[src/rtl/hazard_ctrl_pkg.sv]
// Shared core defines: opcode constants and register-file geometry used across
// the pipeline control blocks.
package hazard_ctrl_pkg;

    localparam int REG_AW = 5;
    localparam int OPC_W  = 7;

    localparam logic [OPC_W-1:0] OPC_LOAD   = 7'b0000011;
    localparam logic [OPC_W-1:0] OPC_ALI    = 7'b0010011;  // addi x0,x0,0 is the pipeline NOP
    localparam logic [OPC_W-1:0] OPC_AUIPC  = 7'b0010111;
    localparam logic [OPC_W-1:0] OPC_STORE  = 7'b0100011;
    localparam logic [OPC_W-1:0] OPC_ALR    = 7'b0110011;
    localparam logic [OPC_W-1:0] OPC_LUI    = 7'b0110111;
    localparam logic [OPC_W-1:0] OPC_BRANCH = 7'b1100011;
    localparam logic [OPC_W-1:0] OPC_JALR   = 7'b1100111;
    localparam logic [OPC_W-1:0] OPC_JAL    = 7'b1101111;

endpackage

[src/rtl/hazard_ctrl_if.sv]
// ID/EX hazard-detection inputs and pipeline hold/flush controls, bundled
// between the datapath (master) and the hazard controller (slave).
interface hazard_ctrl_if;
    import hazard_ctrl_pkg::*;

    logic [REG_AW-1:0] id_rs1_addr;
    logic [REG_AW-1:0] id_rs2_addr;
    logic              id_rs1_used;
    logic              id_rs2_used;
    logic [OPC_W-1:0]  ex_opcode;
    logic [REG_AW-1:0] ex_rd_addr;
    logic              ex_jump_en;
    logic              jump_hold;
    logic              bubble_hold;
    logic              pc_stall;
    logic              if_id_stall;

    modport master (
        output id_rs1_addr, id_rs2_addr, id_rs1_used, id_rs2_used,
        output ex_opcode, ex_rd_addr, ex_jump_en,
        input  jump_hold, bubble_hold, pc_stall, if_id_stall
    );

    modport slave (
        input  id_rs1_addr, id_rs2_addr, id_rs1_used, id_rs2_used,
        input  ex_opcode, ex_rd_addr, ex_jump_en,
        output jump_hold, bubble_hold, pc_stall, if_id_stall
    );

endinterface

[src/rtl/hazard_ctrl_sat_cnt.sv]
// Event counter that sticks at all-ones instead of wrapping.
module sat_cnt #(
    parameter int W = 32
) (
    input  logic         clk,
    input  logic         rst,
    input  logic         inc,
    output logic [W-1:0] count
);

    always_ff @(posedge clk) begin
        if (rst) begin
            count <= '0;
        end else if (inc && (count != '1)) begin
            count <= count + 1'b1;
        end
    end

endmodule

[src/rtl/hazard_ctrl.sv]
// Load-use bubble insertion and taken-jump flush control for the IF/ID and
// ID/EX registers, with saturating stall/flush performance counters.
module hazard_ctrl
    import hazard_ctrl_pkg::*;
#(
    parameter int FLUSH_CYCLES = 2,
    parameter int CNT_W        = 32
) (
    input  logic             clk,
    input  logic             rst,
    hazard_ctrl_if.slave     hz,
    output logic [CNT_W-1:0] stall_count,
    output logic [CNT_W-1:0] flush_count
);

    typedef enum logic {
        S_IDLE  = 1'b0,
        S_FLUSH = 1'b1
    } state_t;

    localparam logic [2:0] FLUSH_RELOAD = 3'(FLUSH_CYCLES - 1);

    state_t     state_q, state_d;
    logic [2:0] flush_left_q, flush_left_d;
    logic       lu;
    logic       jump_hold_c, bubble_c;

    // x0 is never a real producer, so a load to x0 cannot create a hazard
    assign lu = (hz.ex_opcode == OPC_LOAD) && (hz.ex_rd_addr != '0) &&
                ((hz.id_rs1_used && (hz.id_rs1_addr == hz.ex_rd_addr)) ||
                 (hz.id_rs2_used && (hz.id_rs2_addr == hz.ex_rd_addr)));

    always_ff @(posedge clk) begin
        if (rst) begin
            state_q      <= S_IDLE;
            flush_left_q <= '0;
        end else begin
            state_q      <= state_d;
            flush_left_q <= flush_left_d;
        end
    end

    always_comb begin
        state_d      = state_q;
        flush_left_d = flush_left_q;
        jump_hold_c  = 1'b0;
        bubble_c     = 1'b0;

        case (state_q)
            S_IDLE: begin
                jump_hold_c = hz.ex_jump_en;
                bubble_c    = !hz.ex_jump_en && lu;
                if (hz.ex_jump_en && (FLUSH_CYCLES > 1)) begin
                    state_d      = S_FLUSH;
                    flush_left_d = FLUSH_RELOAD;
                end
            end
            S_FLUSH: begin
                // ID is being discarded, so a load-use match here is moot
                jump_hold_c = 1'b1;
                if (hz.ex_jump_en) begin
                    flush_left_d = FLUSH_RELOAD;
                end else if (flush_left_q == 3'd1) begin
                    state_d      = S_IDLE;
                    flush_left_d = '0;
                end else begin
                    flush_left_d = flush_left_q - 3'd1;
                end
            end
            default: begin
                state_d      = S_IDLE;
                flush_left_d = '0;
            end
        endcase

        if (rst) begin
            jump_hold_c = 1'b0;
            bubble_c    = 1'b0;
        end
    end

    assign hz.jump_hold   = jump_hold_c;
    assign hz.bubble_hold = bubble_c;
    assign hz.pc_stall    = bubble_c;
    assign hz.if_id_stall = bubble_c;

    sat_cnt #(.W(CNT_W)) u_stall_cnt (
        .clk   (clk),
        .rst   (rst),
        .inc   (bubble_c),
        .count (stall_count)
    );

    sat_cnt #(.W(CNT_W)) u_flush_cnt (
        .clk   (clk),
        .rst   (rst),
        .inc   (hz.ex_jump_en),
        .count (flush_count)
    );

endmodule
[src/flat_wrapper.sv]
// flat-port wrapper written by rule: the top's interface ports become plain ports
module hazard_ctrl_flat import hazard_ctrl_pkg::*;
#(
    parameter int FLUSH_CYCLES = 2,
    parameter int CNT_W        = 32
)
  (clk, rst, stall_count, flush_count, hz_id_rs1_addr, hz_id_rs2_addr, hz_id_rs1_used, hz_id_rs2_used, hz_ex_opcode, hz_ex_rd_addr, hz_ex_jump_en, hz_jump_hold, hz_bubble_hold, hz_pc_stall, hz_if_id_stall);
  hazard_ctrl_if hz_i ();
  input  logic clk;
  input  logic rst;
  output logic [CNT_W-1:0] stall_count;
  output logic [CNT_W-1:0] flush_count;
  input wire logic [$bits(hz_i.id_rs1_addr)-1:0] hz_id_rs1_addr;
  input wire logic [$bits(hz_i.id_rs2_addr)-1:0] hz_id_rs2_addr;
  input wire logic [$bits(hz_i.id_rs1_used)-1:0] hz_id_rs1_used;
  input wire logic [$bits(hz_i.id_rs2_used)-1:0] hz_id_rs2_used;
  input wire logic [$bits(hz_i.ex_opcode)-1:0] hz_ex_opcode;
  input wire logic [$bits(hz_i.ex_rd_addr)-1:0] hz_ex_rd_addr;
  input wire logic [$bits(hz_i.ex_jump_en)-1:0] hz_ex_jump_en;
  output wire logic [$bits(hz_i.jump_hold)-1:0] hz_jump_hold;
  output wire logic [$bits(hz_i.bubble_hold)-1:0] hz_bubble_hold;
  output wire logic [$bits(hz_i.pc_stall)-1:0] hz_pc_stall;
  output wire logic [$bits(hz_i.if_id_stall)-1:0] hz_if_id_stall;
  assign hz_i.id_rs1_addr = hz_id_rs1_addr;
  assign hz_i.id_rs2_addr = hz_id_rs2_addr;
  assign hz_i.id_rs1_used = hz_id_rs1_used;
  assign hz_i.id_rs2_used = hz_id_rs2_used;
  assign hz_i.ex_opcode = hz_ex_opcode;
  assign hz_i.ex_rd_addr = hz_ex_rd_addr;
  assign hz_i.ex_jump_en = hz_ex_jump_en;
  assign hz_jump_hold = hz_i.jump_hold;
  assign hz_bubble_hold = hz_i.bubble_hold;
  assign hz_pc_stall = hz_i.pc_stall;
  assign hz_if_id_stall = hz_i.if_id_stall;
  hazard_ctrl #(.FLUSH_CYCLES(FLUSH_CYCLES), .CNT_W(CNT_W)) u_core (.clk(clk), .rst(rst), .hz(hz_i), .stall_count(stall_count), .flush_count(flush_count));
endmodule
[config.mk]
export PLATFORM = sky130hd
export DESIGN_NAME = hazard_ctrl_flat
export DESIGN_NICKNAME = d
export VERILOG_FILES = /design/src/rtl/hazard_ctrl_pkg.sv /design/src/rtl/hazard_ctrl_if.sv /design/src/rtl/hazard_ctrl_sat_cnt.sv /design/src/rtl/hazard_ctrl.sv /design/src/flat_wrapper.sv
export SDC_FILE = /design/constraint.sdc
export NUM_CORES = 1
export LEC_CHECK = 0
export ABC_AREA = 1
export CORE_MARGIN = 5
export CORE_UTILIZATION = 45
export DETAILED_ROUTE_END_ITERATION = 10
export GPL_ROUTABILITY_DRIVEN = 0
export GPL_TIMING_DRIVEN = 0
export PLACE_DENSITY = 0.86
export SLEW_MARGIN = 20
export SYNTH_ARGS = -nofsm -noshare
export SYNTH_HDL_FRONTEND = slang
export SYNTH_SLANG_ARGS = --single-unit
[constraint.sdc]
create_clock -name clk -period 1.6 [get_ports clk]
set_input_delay 0.32 -clock clk [delete_from_list [all_inputs] [get_ports clk]]
set_output_delay 0.32 -clock clk [all_outputs]
set_load 0.01 [all_outputs]
==> results.ini <==
[pwr]
vdd_drop_max_v=0.000445
p_leak_nw=3.26
switchingPower_w=0.000935
p_sw_share_pct=25.1
intPower_w=0.00278
p_clk_share_pct=44.5
powerDensity_nw_per_um2=556
p_comb_share_pct=9.6
seqPwrFrac_pct=45.9

[floorplan]
core_um2=9680
initial_core_util_pct=45.8
ios=95
die_y_um=109
row_count=36
die_w_um=109
die_area_um2=11900

[synth]
synthTopCellsByCount=nand2_1, nor2_1, inv_1
yosysMostFrequentCell=nand2_1
synth_edf_count=0
synthCells=734
synth_area_leaders=dfxtp_1, nand2_1, nor2_1, inv_1, nand4_1
seq_area_frac_synth_pct=30.7
synthAdderAreaFrac_pct=1.13
synth_area_um2=4430
synthMuxAreaShare_pct=0
synth_ff_type=dfxtp_1
synth-simple-area-share_pct=47.1
synth_fp_nets=765
avgSynthCellArea_um2=6.04
synth_xor_area_share_pct=2.37
async_flop_share_pct=0
synth_cell_types=36
ys_seq_elements=68
synth-compound-area-share_pct=7.14
synth_warnings=0
synth_top_family_by_area=simple AND/OR/NAND/NOR gates
synth_top_area_cell=dfxtp_1
synth_top_area_share_pct=30.7

[sta]
clock_skew_ns=0.0178
rsz0062_at_grt=yes
finalWorstSetupSlack_ns=-0.172
period_share_pct=111
post-route-min-period_ns=1.77
tightestPinTransition_ns=0.647
maxSlewViolCount=0
max_freq_ghz=0.564
finalHoldViolCount=0
relSlewSlack_pct=56.9
finalSetupViolCount=66
tns_ns=-5.75

[run_status]
status=finished, violations left
violations=negative setup slack

[worst_setup_path]
start_kind=register
crit_required_ns=1.83
end_kind=register
reg2reg_setup_slack_ns=-0.17
path_class=reg2reg
cp_data_arrival_time_ns=2.00
worstPathMaxFanout=7
rr_endpoint=u_core.u_flush_cnt.count[2]
reg2reg_from=u_core.u_flush_cnt.count[0]
r2r_cells=11

[hold_path]
hold_depth=2
min_path_type=in2reg
hold_path_end=u_core.u_flush_cnt.count[6]
hp-start=rst

[layout]
ff_latch_area_um2=1440
drive_gt1_share_pct=27.4
final_cell_count_no_fill=1023
antenna_cells=0
area_growth_pct=50.8
multi_input_area_um2=2920
nFillCells=751
nets=916

[global_routing]
gr-total-overflow=0
grt_pass1_wl_um=23600
antenna_found_initial=0
grt_max_degree=13
first_global_vias=5143
grt_usage_pct=24.8

[route]
drt-initial-drc-count=404
drc=0
first_pass_iters=7
finalWirelength_um=15800
wire_per_inst_um=15.5
ant_nets=0
vias=5464
via_per_inst=5.34

[job]
cap_viol_max_count=0

[clock_network]
cts_buffers=9
root_buffer=clkbuf_8
cts_buffer_depth=2
clock_sinks=68
htreeDepth=3
insertion_delay_ns=0.35
holdBufCountCts=0
cts.reportedPaths.clkPinSlew_ns=0.09
cts_tree=yes

[placed_design]
dpl.cell_count=959
hpwl_um=9100
port_buffers=92

[power groups by stage]
stage	Combinational [W]	Sequential (W)	Clock (W)
after floorplan	0.000161	0.00176	0
after global placement	0.000282	0.00176	0
after detailed placement	0.000288	0.00176	0
after CTS	0.000302	0.00171	0.00165
after global routing	0.000391	0.00171	0.00174
final	0.000357	0.00171	0.00165
[what timing repair did]
| item | in CTS | in global routing |
|---|---|---|
| gates resized for setup | 228 | 111 |
| endpoints found under the setup margin | 119 | 86 |
| gates cloned | 4 | 4 |
| buffers inserted | 42 | 9 |
| pin swaps | 50 | 62 |
[state kept, by name, indices dropped and copies added (netlist names)]
register	count
u_core.u_flush_cnt.count	32
u_core.state_q	1
u_core.flush_left_q	3
u_core.u_stall_cnt.count	32
[stage by stage]
stage	power [W]	worst slack, ns	cell area (um2)	util (%)	hold slack, ns
final	0.00372	-0.172	6680	69.0	0.178
after global routing	0.00384	-0.239	6680	69.0	0.178
after CTS	0.00366	-0.140	6300	65.0	0.168
after detailed placement	0.00204	-1.23	5540	57.2	0.458
after global placement	0.00204	-1.21	5540	57.2	0.453
after floorplan	0.00192	0.00313	4460	-	0.443
[how the worst max path moves through the flow]
stage	end	start	cells past startpoint	slack, ns
after detailed placement	hz_pc_stall	hz_ex_rd_addr[3]	11	-1.23
after floorplan	u_core.u_stall_cnt.count[28]	u_core.u_stall_cnt.count[0]	11	0.003
after global routing	u_core.u_flush_cnt.count[17]	u_core.u_flush_cnt.count[6]	11	-0.24
after CTS	hz_pc_stall	u_core.state_q	6	-0.14
after global placement	hz_pc_stall	hz_ex_rd_addr[3]	11	-1.21
final	u_core.u_flush_cnt.count[2]	u_core.u_flush_cnt.count[0]	11	-0.17
[area by class of cell]
cell class | instances | area share (%)
buffer | 16 | 2.21
clock buffer | 11 | 2.12
clock inverter | 5 | 1.27
inverter | 94 | 5.45
multi-input combinational | 552 | 43.7
sequential | 68 | 21.6
tap | 133 | 2.49
timing repair buffer | 144 | 21.1
[cell families (layout without fill, tap and decap cells)]
family | Yosys count | count (layout)
AOI/OAI and AO/OA | 57 | 57
xor gates and xnor gates | 12 | 12
adders and majority gates | 4 | 4
buffers and inverters | 114 | 270
DFF | 68 | 68
and+or+nand+nor | 479 | 479
[critical path, cell delays in order (launching register included)]
cell and delay [ns]:
dfxtp_4 0.38, ha_4 0.16, inv_4 0.05, nor3_4 0.19, nand2_2 0.11, nor2_4 0.15
nand2_4 0.09, nand2_8 0.14, buf_8 0.14, o21ai_0 0.10, nand2_1 0.09, nor2_1 0.06
[metal layers]
layer	track usage, %	share of wire, %	routed length (um)	up-vias
met3	5.86	8.9	1410	93
met1	28.2	38	6000	2451
met2	43.2	48	7540	318
met5	0	0	0	-
li1	-	-	-	2602
met4	12.5	5.5	872	0
[cell usage in the layout (no fill, tap or decap), types with 14 or more instances in the layout]
| master | n |
|---|---|
| buf_6 | 19 |
| nor2_1 | 123 |
| a21oi_1 | 24 |
| nand2_1 | 217 |
| nand3_1 | 22 |
| dfxtp_2 | 42 |
| nor2_2 | 17 |
| nand2_2 | 14 |
| buf_4 | 34 |
| inv_1 | 82 |
| nand4_1 | 33 |
| dfxtp_1 | 18 |
| dlygate4sd2_1 | 52 |
| dlymetal6s2s_1 | 18 |
| nor2_4 | 17 |
(Power assumes the default switching activity.)
